==> src/rtl/dlfloat_dot_seq_pkg.sv <==
// rtl/dlfloat_dot_seq_pkg.sv - DLFloat16 constants and sequencer state encoding
package dlfloat_dot_seq_pkg;

  localparam int DLF_W = 16;
  localparam int EXP_W = 6;
  localparam int MAN_W = 9;
  localparam int BIAS  = 31;

  localparam logic [DLF_W-1:0] DLF_ZERO = 16'h0000;
  localparam logic [DLF_W-1:0] DLF_ONE  = 16'h3E00;

  // Shared with dlfloat_mac so both sides agree on the pipeline depth.
  localparam int MAC_LAT_DEFAULT = 2;

  typedef enum logic [2:0] {
    ST_IDLE,
    ST_CLEAR,
    ST_FEED,
    ST_DRAIN,
    ST_DONE
  } seq_state_e;

endpackage

==> src/rtl/dlfloat_dot_seq.sv <==
// rtl/dlfloat_dot_seq.sv - dot-product sequencer driving a dlfloat_mac accumulator
module dlfloat_dot_seq
  import dlfloat_dot_seq_pkg::*;
#(
  parameter int LEN_W   = 8,
  parameter int MAC_LAT = MAC_LAT_DEFAULT
) (
  input  logic             clk,
  input  logic             rst_n,
  input  logic             start,
  input  logic [LEN_W-1:0] len,
  output logic             busy,
  input  logic             s_valid,
  output logic             s_ready,
  input  logic [DLF_W-1:0] s_a,
  input  logic [DLF_W-1:0] s_b,
  output logic             mac_rst_n,
  output logic [DLF_W-1:0] mac_a,
  output logic [DLF_W-1:0] mac_b,
  input  logic [DLF_W-1:0] mac_c,
  output logic             m_valid,
  input  logic             m_ready,
  output logic [DLF_W-1:0] m_data
);

  localparam int DRAIN_W = (MAC_LAT > 1) ? $clog2(MAC_LAT) : 1;
  localparam logic [DRAIN_W-1:0] DRAIN_LAST = DRAIN_W'(MAC_LAT - 1);

  seq_state_e         state;
  seq_state_e         state_nxt;
  logic [LEN_W-1:0]   elem_cnt;
  logic [DRAIN_W-1:0] drain_cnt;
  logic               xfer;
  logic               res_hs;
  logic               drain_end;

  assign s_ready   = (state == ST_FEED);
  assign busy      = (state != ST_IDLE);
  assign xfer      = s_valid & s_ready;
  assign res_hs    = m_valid & m_ready;
  assign drain_end = (state == ST_DRAIN) && (drain_cnt == '0);

  // Registered-state decode only, so the MAC reset is glitch-free.
  assign mac_rst_n = rst_n & (state != ST_CLEAR);
  assign mac_a     = (xfer) ? s_a : DLF_ZERO;
  assign mac_b     = (xfer) ? s_b : DLF_ZERO;

  always_ff @(posedge clk) begin
    if (!rst_n) begin
      state <= ST_IDLE;
    end else begin
      state <= state_nxt;
    end
  end

  always_comb begin
    state_nxt = state;
    unique case (state)
      ST_IDLE: begin
        if (start) state_nxt = ST_CLEAR;
      end
      ST_CLEAR: begin
        state_nxt = (elem_cnt != '0) ? ST_FEED : ST_DRAIN;
      end
      ST_FEED: begin
        if (xfer && (elem_cnt == LEN_W'(1))) state_nxt = ST_DRAIN;
      end
      ST_DRAIN: begin
        if (drain_cnt == '0) state_nxt = ST_DONE;
      end
      ST_DONE: begin
        if (res_hs) state_nxt = ST_IDLE;
      end
      default: state_nxt = ST_IDLE;
    endcase
  end

  always_ff @(posedge clk) begin
    if (!rst_n) begin
      elem_cnt  <= '0;
      drain_cnt <= '0;
    end else begin
      if ((state == ST_IDLE) && start) begin
        elem_cnt <= len;
      end else if (xfer) begin
        elem_cnt <= elem_cnt - LEN_W'(1);
      end

      // Load on entry so DRAIN spans exactly MAC_LAT cycles.
      if ((state_nxt == ST_DRAIN) && (state != ST_DRAIN)) begin
        drain_cnt <= DRAIN_LAST;
      end else if ((state == ST_DRAIN) && (drain_cnt != '0)) begin
        drain_cnt <= drain_cnt - DRAIN_W'(1);
      end
    end
  end

  always_ff @(posedge clk) begin
    if (!rst_n) begin
      m_data  <= DLF_ZERO;
      m_valid <= 1'b0;
    end else if (drain_end) begin
      m_data  <= mac_c;
      m_valid <= 1'b1;
    end else if (res_hs) begin
      m_valid <= 1'b0;
    end
  end

endmodule

==> config.mk <==
export PLATFORM = sky130hd
export DESIGN_NAME = dlfloat_dot_seq
export DESIGN_NICKNAME = d
export VERILOG_FILES = /design/src/rtl/dlfloat_dot_seq_pkg.sv /design/src/rtl/dlfloat_dot_seq.sv
export SDC_FILE = /design/constraint.sdc
export NUM_CORES = 1
export LEC_CHECK = 0
export CAP_MARGIN = 10
export CORE_ASPECT_RATIO = 0.75
export CORE_MARGIN = 8
export CORE_UTILIZATION = 31
export DETAILED_ROUTE_END_ITERATION = 8
export HOLD_SLACK_MARGIN = 0.1
export PLACE_DENSITY = 0.74
export SYNTH_ARGS = -nofsm -noshare
export SYNTH_HDL_FRONTEND = slang
export SYNTH_SLANG_ARGS = --single-unit
==> constraint.sdc <==
create_clock -name clk -period 1.46 [get_ports clk]
set_input_delay 0.292 -clock clk [delete_from_list [all_inputs] [get_ports clk]]
set_output_delay 0.292 -clock clk [all_outputs]
set_load 0.005 [all_outputs]
# Yosys cells after proc, flatten, opt, wreduce, memory -nomap -nowiden
# Cells that the tools add are included.
# totals
memories,0
out_inout_bits,52
word_cells,44
in_bits,61
ram_bits,0
rom_bits,0
reg_bits,29
latchBits,0
# op_classes
bitwise,4
div,0
n_reduce_logical,11
n_eq_ne,8
n_mul,0
shift,0
order_cmp,0
addsub,2
muxes,14
# ops
op,count
16-bit two-way mux,2
8-bit two-way mux,2
3-bit case mux with 5 select lines,1
3-bit two-way mux,4
"3-bit by 2-bit equality test with 1-bit output, second input constant",3
"8-bit by 1-bit equality test with 1-bit output, second input constant",1
8-bit nonzero test,1
"8-bit by 1-bit subtractor with 8-bit output, second input constant",1
2-bit nonzero test,3
1-bit logical AND,5
1-bit two-way mux,5
1-bit bitwise AND,3
"3-bit by 1-bit equality test with 1-bit output, second input constant",1
"3-bit equality test, second input constant",1
3-bit zero test,1
"3-bit by 1-bit inequality test with 1-bit output, second input constant",1
"3-bit by 2-bit inequality test with 1-bit output, second input constant",1
3-bit nonzero test,1
1-bit NOT,1
"1-bit subtractor, second input constant",1

# Logic depth before layout (Yosys ltp)
# logic_depth
ltp_word,8
mapped_depth,6
depth_no_buf,6

# Least setup slack after synthesis
# No wires, ideal clock.
# synth_timing
path_kind,reg2out
from,register state[1]
to,output port mac_a[10]
stages_incl_launch_ff,6
required_time_ns,1.168
slack_ns,-0.072
arrival_time_ns,1.240
path_buffers,3
cell_sequence,dfxtp_1 > nor4bb_1 > buf_2 > buf_4 > clkbuf_1 > and2_1
# synth_via
elab_chain_len,3
# synth_lines
item,line_no,source
"start, declared",dlfloat_dot_seq.sv:29,seq_state_e state;
"start signal, assigned",dlfloat_dot_seq.sv:52,state <= state_nxt;
3-bit by 2-bit equality test with 1-bit output,dlfloat_dot_seq.sv:37,assign s_ready = (state == ST_FEED);
1-bit bitwise AND,dlfloat_dot_seq.sv:39,assign xfer = s_valid & s_ready;
16-bit two-way mux,dlfloat_dot_seq.sv:45,assign mac_a = (xfer) ? s_a : DLF_ZERO;
"end, declared",dlfloat_dot_seq.sv:18,"output logic [DLF_W-1:0] mac_a,"
# Every way passes these cells.

# Worst setup path in the final report
# layout_timing
from,register state[2]
to,register elem_cnt[3]
# layout_via
elab_chain_len,3
word_cells_on_any_way,6
classes_between,eq/ne: 1; mux: 1; bitwise: 1; reduce/logical: 3
# layout_lines
item,line_no,source
3-bit by 2-bit equality test with 1-bit output or 3-bit zero test (tied branches),"dlfloat_dot_seq.sv:37, dlfloat_dot_seq.sv:83",
1-bit bitwise AND or 1-bit logical AND (tied branches),"dlfloat_dot_seq.sv:39, dlfloat_dot_seq.sv:83",
2-bit nonzero test (no line) or 8-bit two-way mux (tied branches),--,
"end signal, assigned",dlfloat_dot_seq.sv:84,elem_cnt <= len;
"end signal, assigned",dlfloat_dot_seq.sv:86,elem_cnt <= elem_cnt - LEN_W'(1);
"end, declared",dlfloat_dot_seq.sv:31,logic [LEN_W-1:0] elem_cnt;
# Parallel ways exist; a longest one is shown, timed or not.
# A chain may end at the register's enable or synchronous reset.

==> metrics.cfg <==
[clocking]
clk_latency_ns = 0.29
cts_sinks = 29
cts_buffers = 5
cts_tree = built
htreeDepth = 2
cts_root_buffer = clkbuf_8
cts.clk_slew.worst_paths_ns = 0.07
cts_buffer_depth = 2

[drt]
drtIter0Drc = 115
drt-total-wl_mm = 7.10
drt-vias-per-instance = 4.84
wl_per_cell_um = 18.0
drc = 0
num_vias = 1911
ant_nets = 0
first_pass_iters = 4

[timing]
tightest_slew_ns = 0.362
worst_slack_ns = -0.353
final.min_clock_period_ns = 1.81
skew_ns = 0.00720
finalMaxSlewViolations = 0
finalSetupViolations = 64
rsz0062_at_grt = yes
slew_headroom_pct = 75.8
max_freq_mhz = 551
timing.final.crit_share_pct = 124
hold_viol = 0

[power_and_ir_drop]
power.density_nw_per_um2 = 742
power_mw = 2.56
switching_share_pct = 26.6
p_int_mw = 1.88
seqPwrFrac_pct = 34.5
ir_drop_uv = 438
clockPowerShare_pct = 34.3
p_switching_mw = 0.679
combPwrFrac_pct = 31.2
power_leakage_nw = 1.59

[critical_path]
cp-end-kind = flip-flop
crit_type = flip-flop to flip-flop
crit_path_start_kind = flip-flop
timing.rr.start = state[2]
crit_required_ns = 1.62
path_depth = 10
cp_max_fo = 7
r2r_setup_slack_ns = -0.35
ff2ff_path_depth = 10
slowest_stage = dfxtp_2
worstPathCellList = nor4bb_4, buf_4, buf_8, buf_6, buf_6, buf_4, buf_6, nand2_2, o211ai_1, a21boi_1
endpoint = elem_cnt[3]
reg2reg_to = elem_cnt[3]
startpoint = state[2]
cp.arrival_ns = 1.97
crit_top_cell = buf_6
max_stage_delay_ns = 0.34
path_buf_inv = 6
crit_family = buffers and inverters

[job]
max_cap_viol_count = 0

[final_layout]
final_util_pct = 70.8
fillers = 341
finalInstanceArea_um2 = 3450
n_antenna_cell = 0
seq_area_um2 = 591
fin_nets = 398
multi_input_area_um2 = 1110
syn2layout_area_growth_pct = 121
drive_above_1_share_pct = 45.7

[global_route]
overflow = 0
grt_usage_pct = 15.7
grt.met2_usage_pct = 28.2
use_met3_pct = 4.28
globalRouteMet1Util_pct = 17.6
busiest_layer = met2
antenna_found_initial = 0
grt_pass1_wl_mm = 9.67
grt_pass1_vias = 1896
grt_max_degree = 29

[yosys]
synth_top_cell_area_share_pct = 37.2
syn_inst = 190
ys_seq_elements = 29
synthTopCellsByCount = 36 x nand2_1, 32 x and2_1, 29 x dfxtp_1
yosysMostFrequentCell = nand2_1
yosys_warnings = 0
async_flop_share_pct = 0
avgSynthCellArea_um2 = 8.21
synth-edff-count = 0
ys.flop_type = dfxtp_1
synthDistinctLibCells = 39
synth_top_cell_by_area = dfxtp_1
synthTopCellsByArea = dfxtp_1 37%, and2_1 13%, nand2_1 8.7%
synth.cell_area_um2 = 1560
syn_nets = 254
yosysSeqAreaShare_pct = 37.2

[place]
hpwl_mm = 4.10
port_buffers = 112
place_area_um2 = 2810
gp_congestion = 0.737

[status]
violations = setup timing
status = finished, violations left

[floorplanning]
pin_count = 113
die_x_um = 97.9
coreArea_um2 = 4870
start_util_pct = 32.0
placementRows = 22
die_area_um2 = 7580
die_h_um = 77.4

[hold_path]
holdCritPathClass = flip-flop to flip-flop

cells by family after synthesis:
group / share of synthesized area [%]
adders and majority gates: 2.41
AOI/OAI and AO/OA: 17.6
xor gates and xnor gates: 2.81
DFF: 37.2
and+or+nand+nor: 33.2
muxes: 0.722
buffers and inverters: 6.09
worst min path at each step:
| stage | cells after the start | slack, ns | endpoint | startpoint |
|---|---|---|---|---|
| after detailed placement | 2 | 0.46 | m_data[3] | m_data[3] |
| after floorplan | 2 | 0.43 | m_data[14] | mac_c[14] |
| after global routing | 2 | 0.47 | m_data[1] | m_data[1] |
| final | 2 | 0.45 | m_data[4] | m_data[4] |
| after CTS | 2 | 0.46 | m_data[3] | m_data[3] |
| after global placement | 2 | 0.44 | m_data[14] | m_data[14] |
area by class of cell:
| class | count | area share (%) |
|---|---|---|
| clock inverters | 2 | 1.09 |
| inverters | 3 | 0.326 |
| clock buffers | 6 | 2.39 |
| multi-input cells | 144 | 32.1 |
| flip-flops and latches | 29 | 17.1 |
| well taps | 60 | 2.18 |
| repair buffers | 151 | 44.8 |
through the flow:
| step | setup slack, ns | hold slack, ns | setup TNS, ns | cells |
|---|---|---|---|---|
| 3_5_place_dp | -0.762 | 0.455 | -27.08 | 362 |
| 4_1_cts | -0.341 | 0.464 | -12.91 | 388 |
| 3_3_place_gp | -0.706 | 0.442 | -25.66 | 362 |
| 2_1_floorplan | -0.00952 | 0.427 | -0.190 | 190 |
| 6_report | -0.353 | 0.453 | -13.33 | 395 |
| 5_1_grt | -0.426 | 0.474 | -17.24 | 395 |
power by group through the flow:
stage | clock [mW] | sequential, mW | combinational [mW]
2_1_floorplan | 0 | 0.887 | 0.244
5_1_grt | 0.928 | 0.887 | 0.846
6_report | 0.879 | 0.882 | 0.798
3_5_place_dp | 0 | 0.891 | 0.594
4_1_cts | 0.892 | 0.875 | 0.697
3_3_place_gp | 0 | 0.890 | 0.585
state kept, by name (all words and copies together), names as in the netlist:
register,flops
drain_cnt,1
state,3
m_valid,1
m_data,16
elem_cnt,8
cells in the final DEF (no fill, tap or decap), types with 4 or more instances in the layout:
cell             instances
clkdlybuf4s50_1         68
and2_4                  24
and2_1                   8
nand2_1                 15
o21ai_0                  5
buf_2                   11
dfxtp_2                  8
buf_4                   19
dlymetal6s2s_1           8
dfxtp_1                 21
xor2_1                   4
nor2_1                   6
buf_6                   37
nand2_2                 18
a21oi_1                  4
a21boi_1                16
clkbuf_8                 6
worst register-to-register path: stages, from the launching register on:
cell and delay (ns):
dfxtp_2 0.34, nor4bb_4 0.31, buf_4 0.19, buf_8 0.12, buf_6 0.10, buf_6 0.11, buf_4 0.10, buf_6 0.09
nand2_2 0.04, o211ai_1 0.20, a21boi_1 0.10
repair_timing:
action,4_1_cts,5_1_grt
pin swaps,27,35
buffers inserted,15,7
hold buffers,0,0
endpoints found under the setup margin,44,72
resized for setup,189,97
gates cloned,3,5
metal layers:
layer,part of all wire (%),wire length [um],up-vias
met4,1.4,102,0
met5,0,0,-
met1,42,2950,900
li1,-,-,928
met3,6.2,439,9
met2,51,3600,74
No activity file was read; power rests on OpenSTA's default activity.
